--- src/rtl/tdc_result_fifo.sv ---
// tdc_result_fifo
//   Captures each completed TDC measurement (busy falling edge) into an
//   8-deep FIFO so firmware can read back-to-back results over SPI.
//   Pops are requested by flipping a config-register toggle bit.
//
// Ports
//   clk, rst_n          clock, asynchronous active-low reset
//   ena                 global enable; all state holds while low
//   busy                TDC busy flag (clk domain); falling edge = push
//   coarse_result       coarse count, sampled in the push cycle
//   fine_result         fine delay-line code, sampled in the push cycle
//   pop_toggle          each level change requests one pop
//   clear               synchronous flush of FIFO and counters
//   head_coarse/fine    oldest entry, 0 when empty
//   count, empty, full  fill level and flags
//   ovf_cnt             saturating count of results dropped while full
//
// Optional feature (macro TDC_RES_FIFO_TSTAMP_EN)
//   Adds a free-running 16-bit cycle counter stored with each entry and
//   the output head_tstamp (counter value in the push cycle, 0 when empty).

module tdc_result_fifo #(
    parameter int ADDR_W   = 3,
    parameter int COARSE_W = 32,
    parameter int FINE_W   = 9,
    parameter int OVF_W    = 8
) (
    input  logic                clk,
    input  logic                rst_n,
    input  logic                ena,
    input  logic                busy,
    input  logic [COARSE_W-1:0] coarse_result,
    input  logic [FINE_W-1:0]   fine_result,
    input  logic                pop_toggle,
    input  logic                clear,
    output logic [COARSE_W-1:0] head_coarse,
    output logic [FINE_W-1:0]   head_fine,
    output logic [ADDR_W:0]     count,
    output logic                empty,
    output logic                full,
    output logic [OVF_W-1:0]    ovf_cnt
`ifdef TDC_RES_FIFO_TSTAMP_EN
    ,
    output logic [15:0]         head_tstamp
`endif
);

    localparam int DEPTH = 1 << ADDR_W;

    logic [ADDR_W-1:0]   rd_ptr, wr_ptr;
    logic [ADDR_W:0]     cnt;
    logic [OVF_W-1:0]    ovf;
    logic                busy_q, pop_q;
    logic                push, pop, do_push, do_pop, drop;

    logic [COARSE_W-1:0] mem_coarse [DEPTH];
    logic [FINE_W-1:0]   mem_fine   [DEPTH];

    assign push = ena & busy_q & ~busy;
    assign pop  = ena & (pop_toggle ^ pop_q);

    assign empty = (cnt == '0);
    assign full  = (cnt == (ADDR_W+1)'(DEPTH));

    // A pop while empty is ignored. A pop at full frees a slot in the same
    // cycle, so a coincident push is still accepted.
    assign do_pop  = pop & ~empty;
    assign do_push = push & (~full | do_pop);
    assign drop    = push & full & ~do_pop;

    always_ff @(posedge clk or negedge rst_n) begin
        if (!rst_n) begin
            rd_ptr <= '0;
            wr_ptr <= '0;
            cnt    <= '0;
            ovf    <= '0;
            busy_q <= 1'b0;
            pop_q  <= 1'b0;
        end else if (ena) begin
            // Edge detectors update even during clear, so a toggle seen
            // during clear is consumed rather than popping afterwards.
            busy_q <= busy;
            pop_q  <= pop_toggle;
            if (clear) begin
                rd_ptr <= '0;
                wr_ptr <= '0;
                cnt    <= '0;
                ovf    <= '0;
            end else begin
                if (do_push) wr_ptr <= wr_ptr + 1'b1;
                if (do_pop)  rd_ptr <= rd_ptr + 1'b1;
                case ({do_push, do_pop})
                    2'b10:   cnt <= cnt + 1'b1;
                    2'b01:   cnt <= cnt - 1'b1;
                    default: cnt <= cnt;
                endcase
                if (drop && (ovf != '1)) ovf <= ovf + 1'b1;
            end
        end
    end

    // Storage is deliberately not reset; head outputs are gated by empty.
    always_ff @(posedge clk) begin
        if (do_push && !clear) begin
            mem_coarse[wr_ptr] <= coarse_result;
            mem_fine[wr_ptr]   <= fine_result;
        end
    end

    assign head_coarse = empty ? '0 : mem_coarse[rd_ptr];
    assign head_fine   = empty ? '0 : mem_fine[rd_ptr];
    assign count       = cnt;
    assign ovf_cnt     = ovf;

`ifdef TDC_RES_FIFO_TSTAMP_EN
    logic [15:0] tstamp;
    logic [15:0] mem_tstamp [DEPTH];

    always_ff @(posedge clk or negedge rst_n) begin
        if (!rst_n)     tstamp <= '0;
        else if (ena)   tstamp <= clear ? '0 : tstamp + 1'b1;
    end

    always_ff @(posedge clk) begin
        if (do_push && !clear) mem_tstamp[wr_ptr] <= tstamp;
    end

    assign head_tstamp = empty ? '0 : mem_tstamp[rd_ptr];
`endif

endmodule

--- config.mk ---
export PLATFORM = sky130hd
export DESIGN_NAME = tdc_result_fifo
export DESIGN_NICKNAME = d
export VERILOG_FILES = /design/src/rtl/tdc_result_fifo.sv
export SDC_FILE = /design/constraint.sdc
export NUM_CORES = 1
export LEC_CHECK = 0
export ABC_AREA = 1
export CORE_AREA = 2 2 159 161
export DETAILED_ROUTE_END_ITERATION = 7
export DIE_AREA = 0 0 161 163
export GPL_ROUTABILITY_DRIVEN = 0
export GPL_TIMING_DRIVEN = 0
export PLACE_DENSITY = 0.89
export SLEW_MARGIN = 40
export SYNTH_ARGS = -nofsm -noshare
export SYNTH_HDL_FRONTEND = slang
export SYNTH_SLANG_ARGS = --single-unit
--- constraint.sdc ---
create_clock -name clk -period 6.2 [get_ports clk]
set_clock_uncertainty 0.2 [all_clocks]
set_input_delay 0.62 -clock clk [delete_from_list [all_inputs] [get_ports clk]]
set_output_delay 0.62 -clock clk [all_outputs]
set_load 0.005 [all_outputs]
; Word-level counts from Yosys, hierarchy flattened
; Memory sizes are Yosys's and may differ from the RTL's.
; Index checks and enable logic that the tools add are counted.
[word_totals]
ram_bits = 328
mem_count = 2
elab_cells = 54
in_bits = 47
regBits = 20
[mem_list]
columns = memory, depth, width, read_ports, rd_clocked_by_memory_dff, write_ports, line_no
row1 = mem_coarse, 8, 32, 1, 0, 1, 56  ; logic [COARSE_W-1:0] mem_coarse [DEPTH];
row2 = mem_fine, 8, 9, 1, 0, 1, 57  ; logic [FINE_W-1:0] mem_fine [DEPTH];
[classes]
n_addsub = 5
bitwise = 13
n_eq_ne = 4
n_mux = 12
reduce_logical = 12
[ops]
columns = cell, n
row1 = 2-to-1 mux 32 bit, 1
row2 = 2-to-1 mux 8 bit, 2
row3 = 2-to-1 mux 3 bit, 4
row4 = 2-to-1 mux 9 bit, 1
row5 = adder 8 x 1 -> 8 bit (second input constant), 1
row6 = inequality test 8 bit (second input constant), 1
row7 = one-hot mux 4 bit (2 select lines), 1
row8 = AND reduction 2 bit, 4
row9 = AND 1 bit, 7
row10 = adder 3 x 1 -> 3 bit (second input constant), 2
row11 = nonzero test 2 bit, 3
row12 = adder 4 x 1 -> 4 bit (second input constant), 1
row13 = == test 4 bit (second input constant), 1
row14 = zero test 4 bit, 1
row15 = 2-to-1 mux 4 bit, 1
row16 = NOT 1 bit, 4
row17 = subtractor 4 x 1 -> 4 bit (second input constant), 1
row18 = nonzero test 3 bit, 1
row19 = == test 2 x 1 -> 1 bit (second input constant), 1
row20 = == test 2 bit (second input constant), 1
row21 = logical AND 1 bit, 2
row22 = 2-to-1 mux 1 bit, 2
row23 = zero test 1 bit, 1
row24 = bitwise OR 1 bit, 1
row25 = bitwise XOR 1 bit, 1

; Logic depth before layout (Yosys ltp)
; Gate-level depths: netlist (run 1).
[depth]
depth_word = 8
ltp_mapped = 15
ltp_nobuf = 14

; Worst setup path after synthesis (run 1)
; Ideal clock, no wire load.
[synth_path]
kind = input port to flip-flop
from = in ena
to = mem mem_coarse[3][0] (enable)
setup_time_ns = 0.490
t_required_ns = 5.510
arrival_time_ns = 4.122
cell_stages = 9
n_path_buf = 1
path_slack_ns = 1.388
cell_sequence = buf_6 inv_2 nor2_4 nand2_2 inv_1 o21ai_1 nor2_1 nand2_1 nor3_1
[synth_via]
elab_chain_len = 7
[synth_lines]
columns = item, line_no
row1 = "start, declared", 30  ; input logic ena,
row2 = AND 1 bit, 60  ; assign pop = ena & (pop_toggle ^ pop_q);
row3 = AND 1 bit, 67  ; assign do_pop = pop & ~empty;
row4 = bitwise OR 1 bit, 68  ; assign do_push = push & (~full | do_pop);
row5 = AND 1 bit *, 68
row6 = logical AND 1 bit *, 104  ; if (do_push && !clear) begin
row7 = 2-to-1 mux 1 bit *, 104
row8 = 2-to-1 mux 1 bit (implied by the code) *, 105  ; mem_coarse[wr_ptr] <= coarse_result;
row9 = "end, declared", 56
; Mark *: on every way between the ends. The rest lies on a longest branch, timed or not.

; Worst setup path after layout (run 1)
[layout_path]
from = reg rd_ptr[0]
to = out head_coarse[11]
[layout_via]
elab_chain_len = 2
[layout_lines]
columns = item, line_no
row1 = "start, declared", 50  ; logic [ADDR_W-1:0] rd_ptr, wr_ptr;
row2 = "start signal, assigned", 91  ; if (do_pop) rd_ptr <= rd_ptr + 1'b1;
row3 = memory read (8 x 32 bit), -
row4 = 2-to-1 mux 32 bit, 110  ; assign head_coarse = empty ? '0 : mem_coarse[rd_ptr];
row5 = "end, declared", 36  ; output logic [COARSE_W-1:0] head_coarse,
; No other way between the ends.

==> results of run 1 <==
[cell type report]
class / count / area (um2)
sequential: 348 / 10300
fill: 1513 / 7760
multi-input combinational: 702 / 3350
timing repair buffer: 125 / 1390
clock buffer: 45 / 913
tap: 330 / 413
buffer: 70 / 365
clock inverter: 10 / 75.1
inverter: 16 / 60.1
antenna: 1 / 2.50
[power by group]
part / internal, mW / leakage (nW) / switching (mW)
registers: 2.61 / 3.22 / 0.0389
logic: 0.974 / 2.08 / 1.54
clock network: 1.07 / 0.478 / 0.830
total: 4.65 / 5.78 / 2.40
[worst min-delay path by stage]
stage / startpoint / to / slack, ps / cells after the start
6_report: ena / pop_q / 190 / 3
5_1_grt: ena / ovf_cnt[6] / 190 / 3
4_1_cts: ena / pop_q / 170 / 3
3_5_place_dp: pop_q / pop_q / 320 / 2
3_3_place_gp: pop_q / pop_q / 280 / 2
2_1_floorplan: rst_n / busy_q / 120 / 0
[per-stage QoR]
step	setup slack (ps)	utilization (%)	std cells	instance area [um2]	TNS [ps]
floorplan	1390	-	1136	14100	0
global placement	-1280	62.8	1566	15500	-52200
detailed placement	2560	64.5	1590	15900	0
CTS	2420	68.5	1646	16900	0
global route	2230	68.5	1646	16900	0
finish	2280	68.6	1647	16900	0
[routing by layer]
metal	vias to the layer above	share of wire [%]	track usage (%)
met1	4865	34	35.4
li1	4392	-	-
met3	155	13	5.78
met5	-	0	0
met2	895	49	46.7
met4	0	4.2	13.6
[cells in the final DEF (no fill, tap or decap), types with 13 or more instances in the layout]
| master | instances |
|---|---|
| o21ai_0 | 185 |
| edfxtp_1 | 328 |
| nor2_1 | 342 |
| inv_1 | 15 |
| clkbuf_1 | 45 |
| nand2_1 | 49 |
| clkbuf_16 | 35 |
| o32ai_1 | 41 |
| o21ai_1 | 32 |
| clkdlybuf4s50_1 | 99 |
| buf_2 | 27 |
| dfrtp_1 | 20 |
| nand3_1 | 13 |
[kinds of logic (layout without fill, tap and decap cells)]
group / Yosys count / in the layout / synth area share, %
buffers and inverters: 86 / 266 / 3.02
xor gates and xnor gates: 4 / 4 / 0.249
other: 0 / 1 / 0
DFF: 348 / 348 / 73.6
and+or+nand+nor: 427 / 427 / 11.9
AOI/OAI and AO/OA: 265 / 265 / 10.6
adders and majority gates: 6 / 6 / 0.587
[worst reg2reg max path: cells and delay by family (launching register included)]
kind	cells	cell delay (ps)
compound gates	1	120
flops	1	440
simple gates	5	1120
buf+inv	4	870
[registers in the layout (all words and copies together) (netlist names)]
register and cells:
pop_q 1, wr_ptr 3, mem_coarse 256, count 4
mem_fine 72, ovf_cnt 8, rd_ptr 3, busy_q 1
==> results.md, run 1 <==
- H-Tree Depth: 2
- Leakage: 5.78 nW
- Critical-path maximum fanout: 10
- Worst path cell trace: buf_4 -> clkbuf_1 -> o21ai_0 -> o21ai_0 -> o21ai_0 -> nor2_1 -> clkdlybuf4s50_1
- Register bit total from synthesis: 348
- CTS tree: built
- Finish-stage setup viols: 0
- Worst path slowest cell: clkdlybuf4s50_1
- Post-layout net count: 1350
- Core area: approximately 25000 um2
- Total Routing Usage GR: 28.0%
- Setup crit end kind: primary output
- Hold slack: between 150 and 200 ps
- Max Slew Vio Count: 0
- Reg clk slew, reported paths: 60 ps
- Drt pass-1 iters: 8
- Relative slew slack: 52.2%
- Tcrit/Tclk final: 63.2%
- Seq/Total Area, Yosys: 73.6%
- Number of core rows: 58
- Crit Path Category: flop to primary output
- Synth top cells by count: nor2_1, edfxtp_1, o21ai_0
- Largest net degree at the start of global routing: 21
- Cell area after synthesis: 14100 um2
- Post-synth ARST share: 5.75%
- Number of flops mapped to enable cells by yosys: 328
- Largest area contributor in the netlist: edfxtp_1
- Worst endpoint required time: ~5400 ps
- Synth warn: 0
- Area delta synth->final: 20.2%
- Most numerous cell in the Yosys netlist: nor2_1
- R2r worst-path depth: 10
- Routed Antenna Nets: 0
- Crit path top cell by count: o21ai_0
- Max Cap Violations: 0
- Top cell type's share of synthesized area: 70.0%
- Tot Pwr: 7.06 mW
- IO Count: 102
- Detailed-route wire length: around 37000 um
- Number of port buffers: 100
- Vias/cell: 6.26
- Routed len/inst: 22.3 um
- Post-CTS Hold Buffers: 1
- Die area: about 26000 um2
- RSZ-0062 raised after global routing: no
- Dpl hpwl: 23200 um
- Worst r2r src: count[3]
- Peak Freq: 255 MHz
- Global-route wire length before repair: 56100 um
- Critical Path Max Stage Delay: 570 ps
- Synthesized instance count: ~1100
- CTS buffer count: 34
- Clk_lat worst skew: approximately 510 ps
- Post-CTS resize count: 0
- Root Driver: clkbuf_16
- Count of cell types in the netlist: 30
- Top delay family on crit path: buffers and inverters
- Final min period: 3920 ps
- Crit. Startpoint: rd_ptr[0]
- Die Wd: 161 um
- Reg2reg setup slack: 3150 ps
- Starting Density: between 50% and 60%
- DRT iter0 DRCs: 1701
- Post-route DRC: 0
- Largest cells by area after synthesis: edfxtp_1, nor2_1, o21ai_0, dfrtp_1, o32ai_1
- Launching element type of the critical path: flop
- Status: finished, final reports clean
- Reg-to-Reg End: mem_coarse[3][27]
- Buffers and inverters on the worst path: 3
- Crit path depth: 7
- WP data arrival: between 3000 and 4000 ps
- Layout cell share with drive strength beyond 1: 9.27%
- Post-CTS Setup Bufs: 0
- Max VDD drop: approximately 230 uV
- Vias: 10300
- Clock buffer depth: 3
- P per Cell Area: 417 nW/um2
- Clock net sink count: 348
- Final hold vios: 0
- HP Class: input port to flop
- Syn_area_per_cell: 12.4 um2
- Ys flop type: edfxtp_1
- Initial antenna violation count: 1
- Least-Margin Pin Slew: 717 ps
- Grt total ovfl: 0
- Vias in the first global route: 10200
- Critical Path Sink: head_coarse[11]
- Syn Nets: 1189
- Die Y: between 150 and 200 um
(Power assumes the default switching activity.)
==> inputs of run 2 (changes only) <==
- CORE_AREA: 2 2 159 161 -> 2 2 166 168
- DIE_AREA: 0 0 161 163 -> 0 0 168 170
- PLACE_DENSITY: 0.89 -> 0.87
- clock period: 6.2 -> 3.5 ns (I/O delays scaled with it)
==> results.md, run 2 (synthesis results as in run 1) <==
- Grt total ovfl: 0
- Total Routing Usage GR: 25.5%
- Starting Density: 52.8%
- Peak Freq: slightly below 300 MHz
- Comb pwr share: around 35%
- Dpl hpwl: about 23000 um
- Die Y: 170 um
- Max Cap Violations: 0
- Clock buffer depth: 3
- Critical Path Max Stage Delay: between 500 and 600 ps
- Post-layout net count: 1349
- HP Class: input port to asynchronous set/reset pin
- Number of core rows: 60
- Final min period: 3450 ps
- Relative slew slack: 51.2%
- WP data arrival: 2900 ps
- Finished Layout Cells: 1663
- CTS tree: built
- Largest net degree at the start of global routing: 21
- Tcrit/Tclk final: just under 100%
- Launching element type of the critical path: flop
- Detailed-route wire length: 36300 um
- NetSw: approximately 4.3 mW
- Inserted Diodes: 0
- Vias in the first global route: roughly 10000
- Worst endpoint required time: 2950 ps
- Initial antenna violation count: 1
- Root Driver: clkbuf_16
- DRT iter0 DRCs: ~1500
- Least-Margin Pin Slew: around 730 ps
- Setup crit end kind: primary output
- Crit path top cell by count: nor2_1
- Post-route DRC: 0
- Reg clk slew, reported paths: about 60 ps
- Routed len/inst: between 20 and 25 um
- Most frequent cells in the layout: nor2_1, edfxtp_1, o21ai_0, clkdlybuf4s50_1, nand2_1
- H-Tree Depth: 2
- Sw Ratio: 33.3%
- Clock net sink count: 348
- P per Cell Area: 752 nW/um2
- Number of port buffers: 100
- Global-route wire length before repair: about 55000 um
- Drt pass-1 iters: 6
- Clk_lat worst skew: 510 ps
- Tot Pwr: ~13 mW
- Worst path slowest cell: clkdlybuf4s50_1
- Max Slew Vio Count: 0
- Critical-path maximum fanout: 10
- DP Cell Count: 1597
- Post-CTS Setup Bufs: 0
- Setup TNS: 0 ps
- Core area: 26700 um2
- Max FFs per register: 256
- Vias/cell: 6.11
- Leakage: roughly 6 nW
- RSZ-0062 raised after global routing: no
- Clock Power Share: 29.0%
- Cell Int Power: 8.57 mW
- Commonest non-fill, non-tap cell in the layout: nor2_1
- Final hold vios: 0
- Layout cell share with drive strength beyond 1: 11.0%
- Crit Path Category: flop to primary output
- Routed Antenna Nets: 0
- Status: finished, final reports clean
- Seq pwr share: 36.5%
- Fillers: 1777
- Die Wd: between 150 and 200 um
- CTS buffer count: 36
- IO Count: between 100 and 150
- Vias: roughly 10000
- Die area: 28600 um2
- Worst path cell trace: buf_4 -> buf_6 -> buf_6 -> nor2_1 -> nor2_1 -> o21ai_0 -> o21ai_1 -> o21ai_1 -> nor2_1 -> clkdlybuf4s50_1
- Reg with most FFs: mem_coarse
- Finish-stage setup viols: 0
- Area delta synth->final: 21.4%
- Max VDD drop: 541 uV
[run 2: power by group through the flow]
stage | clock [mW] | sequential, mW | combinational (mW)
floorplan | 0 | 4.75 | 2.22
global placement | 0 | 4.77 | 4.10
detailed placement | 0 | 4.77 | 4.25
CTS | 3.74 | 4.68 | 4.34
global route | 3.91 | 4.69 | 4.78
finish | 3.73 | 4.69 | 4.43
[run 2: worst paths after layout]
kind | slack, ps | depth (start not counted) | startpoint | end
max | 50 | 10 | rd_ptr[0] | head_coarse[30]
min | 120 | 2 | rst_n | busy_q
min in group clk | 260 | 3 | pop_toggle | pop_q
min reg2reg | 320 | 2 | pop_q | pop_q
max reg2reg | 570 | 9 | count[0] | mem_coarse[2][27]
max in group asynchronous | 2650 | 2 | rst_n | pop_q
[run 2: final cells by class]
class	instances	area, um2	share of cell area, %
Clock buffer	40	916	5.36
Sequential cell	348	10300	60.6
Timing Repair Buffer	122	1350	7.89
Clock inverter	24	233	1.36
Inverter	16	60.1	0.351
Tap cell	341	427	2.50
Buffer	70	394	2.31
Multi-Input combinational cell	702	3360	19.7
[run 2: routing by layer]
| layer | up-vias | routed length (um) | track usage (%) | part of all wire (%) |
|---|---|---|---|---|
| met3 | 119 | 4220 | 5.37 | 12 |
| met5 | - | 9 | 0 | 0.025 |
| met1 | 4888 | 12800 | 31.7 | 35 |
| met2 | 746 | 17900 | 42.8 | 49 |
| li1 | 4404 | - | - | - |
| met4 | 2 | 1350 | 12.5 | 3.7 |
[run 2: what timing repair did]
action | 4_1_cts | 5_1_grt
endpoints found under the hold margin | 25 | 0
hold buffers | 2 | 0
setup endpoints to repair | 0 | 29
resized for setup | 0 | 35
[run 2: metrics by stage]
| stage | setup WS [ps] | instance area, um2 | hold WS [ps] | utilization, % |
|---|---|---|---|---|
| after floorplan | 59.0 | 14100 | -146 | - |
| after global placement | -1890 | 15500 | 277 | 58.2 |
| after detailed placement | 265 | 15900 | 131 | 59.6 |
| after CTS | 3.09 | 17100 | 123 | 64.0 |
| after global routing | 21.6 | 17100 | 165 | 64.1 |
| final | 54.5 | 17100 | 121 | 64.1 |
[run 2: critical path, delay by kind of cell, from the launching register on]
kind                   cells  cell delay, ps
and+or+nand+nor            3             460
DFF                        1             470
AOI/OAI and AO/OA          3             340
buffers and inverters      4            1140
==> inputs of run 3 (changes only) <==
- CTS_CLUSTER_DIAMETER: unset -> 40
==> results.md, run 3 (synthesis results as in run 1) <==
- Least-Margin Pin Slew: about 750 ps
- Tcrit/Tclk final: 98.7%
- Post-CTS Setup Bufs: 0
- Clock buffer depth: 3
- Final hold vios: 0
- DRT iter0 DRCs: 1620
- Status: finished, final reports clean
- Launching element type of the critical path: flop
- Pre-CTS WS: 265 ps
- Vias/cell: just over 6
- Final min period: 3460 ps
- Number of port buffers: 100
- Worst r2r src: count[3]
- Max Slew Vio Count: 0
- Grt total ovfl: 0
- RSZ-0062 raised after global routing: yes
- Initial antenna violation count: 2
- Critical-path maximum fanout: 10
- Die area: 28600 um2
- Crit. Startpoint: rd_ptr[1]
- Worst endpoint required time: 2950 ps
- Starting Density: a little over half
- HP Class: input port to asynchronous set/reset pin
- Drt pass-1 iters: 6
- Clock net sink count: 348
- Core area: 26700 um2
- Reg with most FFs: mem_coarse
- Leakage: 6.01 nW
- Die Wd: about 170 um
- Crit Path Category: flop to primary output
- CTS buffer count: 39
- Routed Antenna Nets: 0
- P per Cell Area: approximately 780 nW/um2
- Inserted Diodes: 0
- Area delta synth->final: 23.1%
- Largest net degree at the start of global routing: 21
- Total Routing Usage GR: 26.0%
- Relative slew slack: 50.3%
- Post-layout net count: 1352
- Max VDD drop: 537 uV
- DP Cell Count: 1597
- H-Tree Depth: 2
- Reg clk slew, reported paths: 70 ps
- Commonest non-fill, non-tap cell in the layout: nor2_1
- Post-placement cell area: 15900 um2
- Post-route DRC: 0
- Root Driver: clkbuf_16
- Vias: 10200
- Most frequent cells in the layout: nor2_1, edfxtp_1, o21ai_0, clkdlybuf4s50_1, nand2_1
- Final non-filler cell area: 17300 um2
- IO Count: 102
- Layout cell share with drive strength beyond 1: 12.0%
- Setup crit end kind: primary output
- Dpl hpwl: 23100 um
- Max Cap Violations: 0
- Tot Pwr: 13.4 mW
- Global-route wire length before repair: 56300 um
- Vias in the first global route: 10300
- Number of core rows: 60
- Routed len/inst: 22.2 um
- Detailed-route wire length: 37000 um
- Final worst slack: 44.4 ps
- Max FFs per register: 256
- Peak Freq: between 200 and 300 MHz
- WP data arrival: 2910 ps
- Finished Layout Cells: 1670
- Die Y: 170 um
- CTS tree: built
- Clk_lat worst skew: 530 ps
- Finish-stage setup viols: 0
==> run 3: cell count changes in the layout (fill, tap and decap cells not counted), moves of 3 or more <==
cell / previous run / this run
clkbuf_4: 3 / 6
clkbuf_1: 25 / 21
inv_6: 2 / 7
clkinv_2: 8 / 2
buf_2: 19 / 16
clkbuf_2: 15 / 19
clkinv_1: 8 / 5
clkbuf_16: 36 / 40
==> run 3: power by group <==
group	internal, mW	switching [mW]	total (mW)
sequential	4.62	0.0684	4.69
clock	2.58	1.70	4.28
combinational	1.77	2.71	4.48
total	8.97	4.47	13.4
==> run 3: routing by layer <==
metal  vias up  track usage, %  part of all wire [%]
met5         -               0                 0.030
met1      4883            32.2                    36
li1       4419               -                     -
met4         2            11.9                   3.5
met2       791            43.7                    49
met3       128            6.19                    12
==> run 3: path summary, 6_finish.rpt <==
path / endpoint / slack (ps) / cells after the start
max: head_coarse[30] / 40 / 8
min: ovf_cnt[4] / 100 / 2
max reg2reg: mem_coarse[2][27] / 580 / 10
min reg2reg: pop_q / 310 / 2
max in group asynchronous: rd_ptr[0] / 2660 / 2
min in group clk: pop_q / 250 / 3
==> run 3: repair_timing <==
| item | in CTS | in global routing |
|---|---|---|
| endpoints found under the setup margin | 1 | 34 |
| gates resized for setup | 1 | 44 |
| endpoints found under the hold margin | 26 | 0 |
| hold buffers | 2 | 0 |
==> run 3: worst max-delay path: stages, from the launching register on <==
cell and delay (ps):
dfrtp_1 440, buf_2 260, buf_1 550, nor2_1 130, o21ai_0 110, o21ai_1 100
o21ai_1 190, nor2_1 120, clkdlybuf4s50_1 460
==> run 3: area by class of cell <==
cell class                      count  area, um2
Sequential cell                   348      10300
Fill cell                        1742       9330
Multi-Input combinational cell    702       3360
Timing Repair Buffer              122       1350
Clock buffer                       44       1020
Tap cell                          341        427
Buffer                             70        410
Clock inverter                     27        353
Inverter                           16       60.1
==> run 3: through the flow <==
stage | hold slack (ps) | util (%) | setup TNS [ps]
3_3_place_gp | 277 | 58.2 | -554030
3_5_place_dp | 131 | 59.6 | 0
2_1_floorplan | -146 | - | 0
4_1_cts | 111 | 64.8 | 0
6_report | 104 | 65.0 | 0
5_1_grt | 156 | 65.0 | -11.7
==> edit 1, RTL diff (settings of run 3) <==
The parameter `OVF_W` goes from 8 to 9.
--- a/src/rtl/tdc_result_fifo.sv
+++ b/src/rtl/tdc_result_fifo.sv
@@ -25,3 +25,3 @@
     parameter int FINE_W   = 9,
-    parameter int OVF_W    = 8
+    parameter int OVF_W    = 9
 ) (
Ports: changed (resized ovf_cnt); port bits go from 102 to 103. No check against the original RTL was run, so the function may have changed too.
==> edit 1 against run 3 <==
The flow now finishes with violations (setup timing); total power decreased by 3.9%; hold slack lost 2.6 ps; combinational power fell by 3%; sequential cell count grew 1; design area down 0.40%; wire length grew 0.26%; worst setup slack got worse by 170 ps; core utilization fell by 0.26 points; via count is 0.55% higher; area after synthesis barely moved; synthesized cell count up 0.35%.
==> edit 1: results <==
[grt]
grt_max_degree = 22
grt_pass1_vias = 10300
grt_util_all_layers_pct = 25.6
grt_pass1_wl_um = 56000
antenna_found_initial = 2
overflow = 0

[pwr]
power.density_nw_per_um2 = 749
p_leak_nw = 5.89
peakVddDrop_uv = 521

[critical_path]
path_max_fanout = 10
arrival_ps = 3070
crit_family = "buffers and inverters"
crit_slowest_cell = "clkdlybuf4s50_1"
max_stage_delay_ps = 550

[finish]
fin_nets = 1356
drive_gt1_share_pct = 11.2
largest_register = "mem_coarse"
largest_reg_flops = 256
nFillCells = 1774

[place]
portBuffers = 102
placed_cell_area_um2 = 16000
place_hpwl_um = 23200
post-place-ws_ps = 320

[sta]
finalSetupViolCount = 1
setup_ws_ps = -122
tightest_slew_ps = 656

[clocking]
cts_htree_levels = 2
path_clk_slew_ps = 60
clockBufferDepth = 3
clkLatencyLatePin_ps = 540
cts_root_buf = "clkbuf_16"
cts_buffers = 39

[detailed_routing]
route.detailed.drc = 0
drt_wl_total_um = 37100
viasPerCell = 6.14
drt-pass1-iter-count = 6
first_iter_violations = 1398

[synth]
synth.area.top_cells = "edfxtp_1 (70%), nor2_1 (9.2%), o21ai_0 (6.5%), dfrtp_1 (3.7%), o32ai_1 (2.5%)"
synthFlopType = "edfxtp_1"
synth_commonest_cells = "nor2_1 (347), edfxtp_1 (328), o21ai_0 (184)"
synthArstFlopShare_pct = 6.02
syn_nets = 1194
ys_seq_area_share_pct = 73.7
yosysWarnings = 0
ys_types = 29
synth_edf_count = 328

[status]
status = "finished, violations left"
violations = "setup timing"

[min_path]
hp-class = "in -> async"
==> edit 1: routing by layer <==
layer  up-vias  GRT usage (%)  part of all wire [%]
met5         -              0                     0
met1      5019           32.5                    37
met4         0           10.7                   2.9
met3       100           5.65                    11
met2       732           42.8                    50
li1       4428              -                     -
==> edit 1: repair_timing <==
action | 4_1_cts | 5_1_grt
endpoints found under the hold margin | 21 | 0
setup buffers | 0 | 0
resized for setup | 3 | 37
hold buffers | 1 | 0
pin swaps | 0 | 0
endpoints found under the setup margin | 3 | 34
gates cloned | 0 | 0
==> edit 1: final timing paths <==
path / startpoint / end / slack, ps / cells after the start
max reg2reg: count[1] / mem_coarse[7][5] / 570 / 10
max: rd_ptr[0] / head_fine[8] / -120 / 8
min: rst_n / count[0] / 100 / 2
min reg2reg: pop_q / pop_q / 310 / 2
max in group asynchronous: rst_n / rd_ptr[0] / 2650 / 2
min in group clk: pop_toggle / pop_q / 220 / 3
==> edit 1: power breakdown <==
part           internal, mW  switching (mW)
combinational          1.73            2.63
sequential             4.63          0.0634
clock                  2.23            1.64
==> edit 1: layout make-up <==
cell class / count / area share (%)
clock buffers: 46 / 5.81
well taps: 341 / 2.47
repair buffers: 121 / 8.24
multi-input cells: 701 / 19.5
plain buffers: 69 / 2.17
flip-flops and latches: 349 / 60.1
diodes: 2 / 0.0290
clock inverters: 24 / 1.23
inverters: 21 / 0.457
==> edit 1: logic make-up after synthesis <==
kind of cell,after synthesis,share of synthesized area [%]
flops,349,73.7
compound gates,271,10.8
fa+ha+maj,7,0.675
xor+xnor,1,0.0622
buf+inv,90,2.93
simple gates,422,11.9
==> edit 1: stage by stage <==
step	std cells	hold WS [ps]	TNS [ps]	power, mW
3_3_place_gp	1583	279	-611530	8.77
4_1_cts	1672	111	0	12.8
3_5_place_dp	1601	135	0	8.95
6_report	1674	102	-122	12.9
2_1_floorplan	1140	-146	-11430	6.94
5_1_grt	1673	170	-161	13.4
==> edit 2, RTL diff (flow settings as in run 3) <==
Made on the original files. Put one more register stage on the output `count`, cleared by the reset. The value now appears one clock later. The other outputs are not delayed to match. Comments in the files are not updated.
--- a/src/rtl/tdc_result_fifo.sv
+++ b/src/rtl/tdc_result_fifo.sv
@@ -111,3 +111,9 @@
     assign head_fine   = empty ? '0 : mem_fine[rd_ptr];
-    assign count       = cnt;
+    always_ff @(posedge clk or negedge rst_n) begin
+        if (!rst_n) begin
+            count <= '0;
+        end else begin
+            count <= cnt;
+        end
+    end
     assign ovf_cnt     = ovf;
Formal check against the unedited RTL: not equivalent (a bounded check fails within 4 cycles, from zero or initial values and one cycle with rst_n low).
==> edit 2 against run 3 <==
Synthesized cell count increased by 0.53%; design area increased by 0.83%; wire length decreased by 2.5%; sequential power increased by 2%; sequential cell count increased by 4; total power increased by 2.3%; worst setup slack improved by 6.0 ps; area after synthesis increased by 0.71%; critical path depth decreased by 2; largest cell class unchanged.
==> edit 2: results <==
[grt]
grt_util_all_layers_pct = 25.2
grt_max_degree = 25
grt_pass1_wl_um = 55300
grtUsageMet1_pct = 31.8

[detailed_routing]
first_iter_violations = 1572
wl_met3_um = 3690
avgRoutedWirePerCell_um = 21.5
viasPerCell = 6.01

[place]
post-place-ws_ps = 138
placed_cell_area_um2 = 16000

[status]
status = "completed"

[pwr]
peakVddDrop_uv = 629
internal_power_mw = 9.12
combPwrFrac_pct = 34.1

[sta]
setup_ws_ps = 50.4
slew_headroom_pct = 53.2
hold_ws_ps = 139

[finish]
drive_gt1_share_pct = 12.2

[synth]
syn_nets = 1195
ys_seq_area_share_pct = 73.7
synth.area.top_cells = "edfxtp_1 (70%), nor2_1 (9.1%), o21ai_0 (6.2%), dfrtp_1 (4.2%), o32ai_1 (2.5%)"
ys_types = 32
synth_commonest_cells = "nor2_1 (345), edfxtp_1 (328), o21ai_0 (175)"

[critical_path]
arrival_ps = 2900
max_stage_delay_ps = 520
rr_worst_depth = 11
crit_slowest_cell = "clkdlybuf4s50_1"
reg2reg_slack_ps = 540

[clocking]
hold_buffers = 1
-- edit 2: cell type report --
type	count	area, um2
Timing Repair Buffer	125	1390
Multi-Input combinational cell	704	3390
Buffer	69	359
Clock inverter	28	297
Inverter	17	63.8
Fill cell	1778	9190
Clock buffer	46	1090
Sequential cell	352	10500
Tap cell	341	427
-- edit 2: how the worst max path moves through the flow --
stage                         start                end
final                     rd_ptr[2]       head_fine[5]
after global routing      rd_ptr[1]     head_coarse[2]
after global placement          ena  mem_coarse[1][16]
after CTS                 rd_ptr[0]     head_coarse[2]
after detailed placement        ena  mem_coarse[6][17]
after floorplan              cnt[0]   mem_coarse[0][0]
-- edit 2: kinds of logic after synthesis --
group,after synthesis,synth area share [%]
AOI/OAI and AO/OA,262,10.4
xor gates and xnor gates,5,0.309
adders and majority gates,6,0.583
buffers and inverters,86,2.73
DFF,352,73.7
and+or+nand+nor,431,12.2
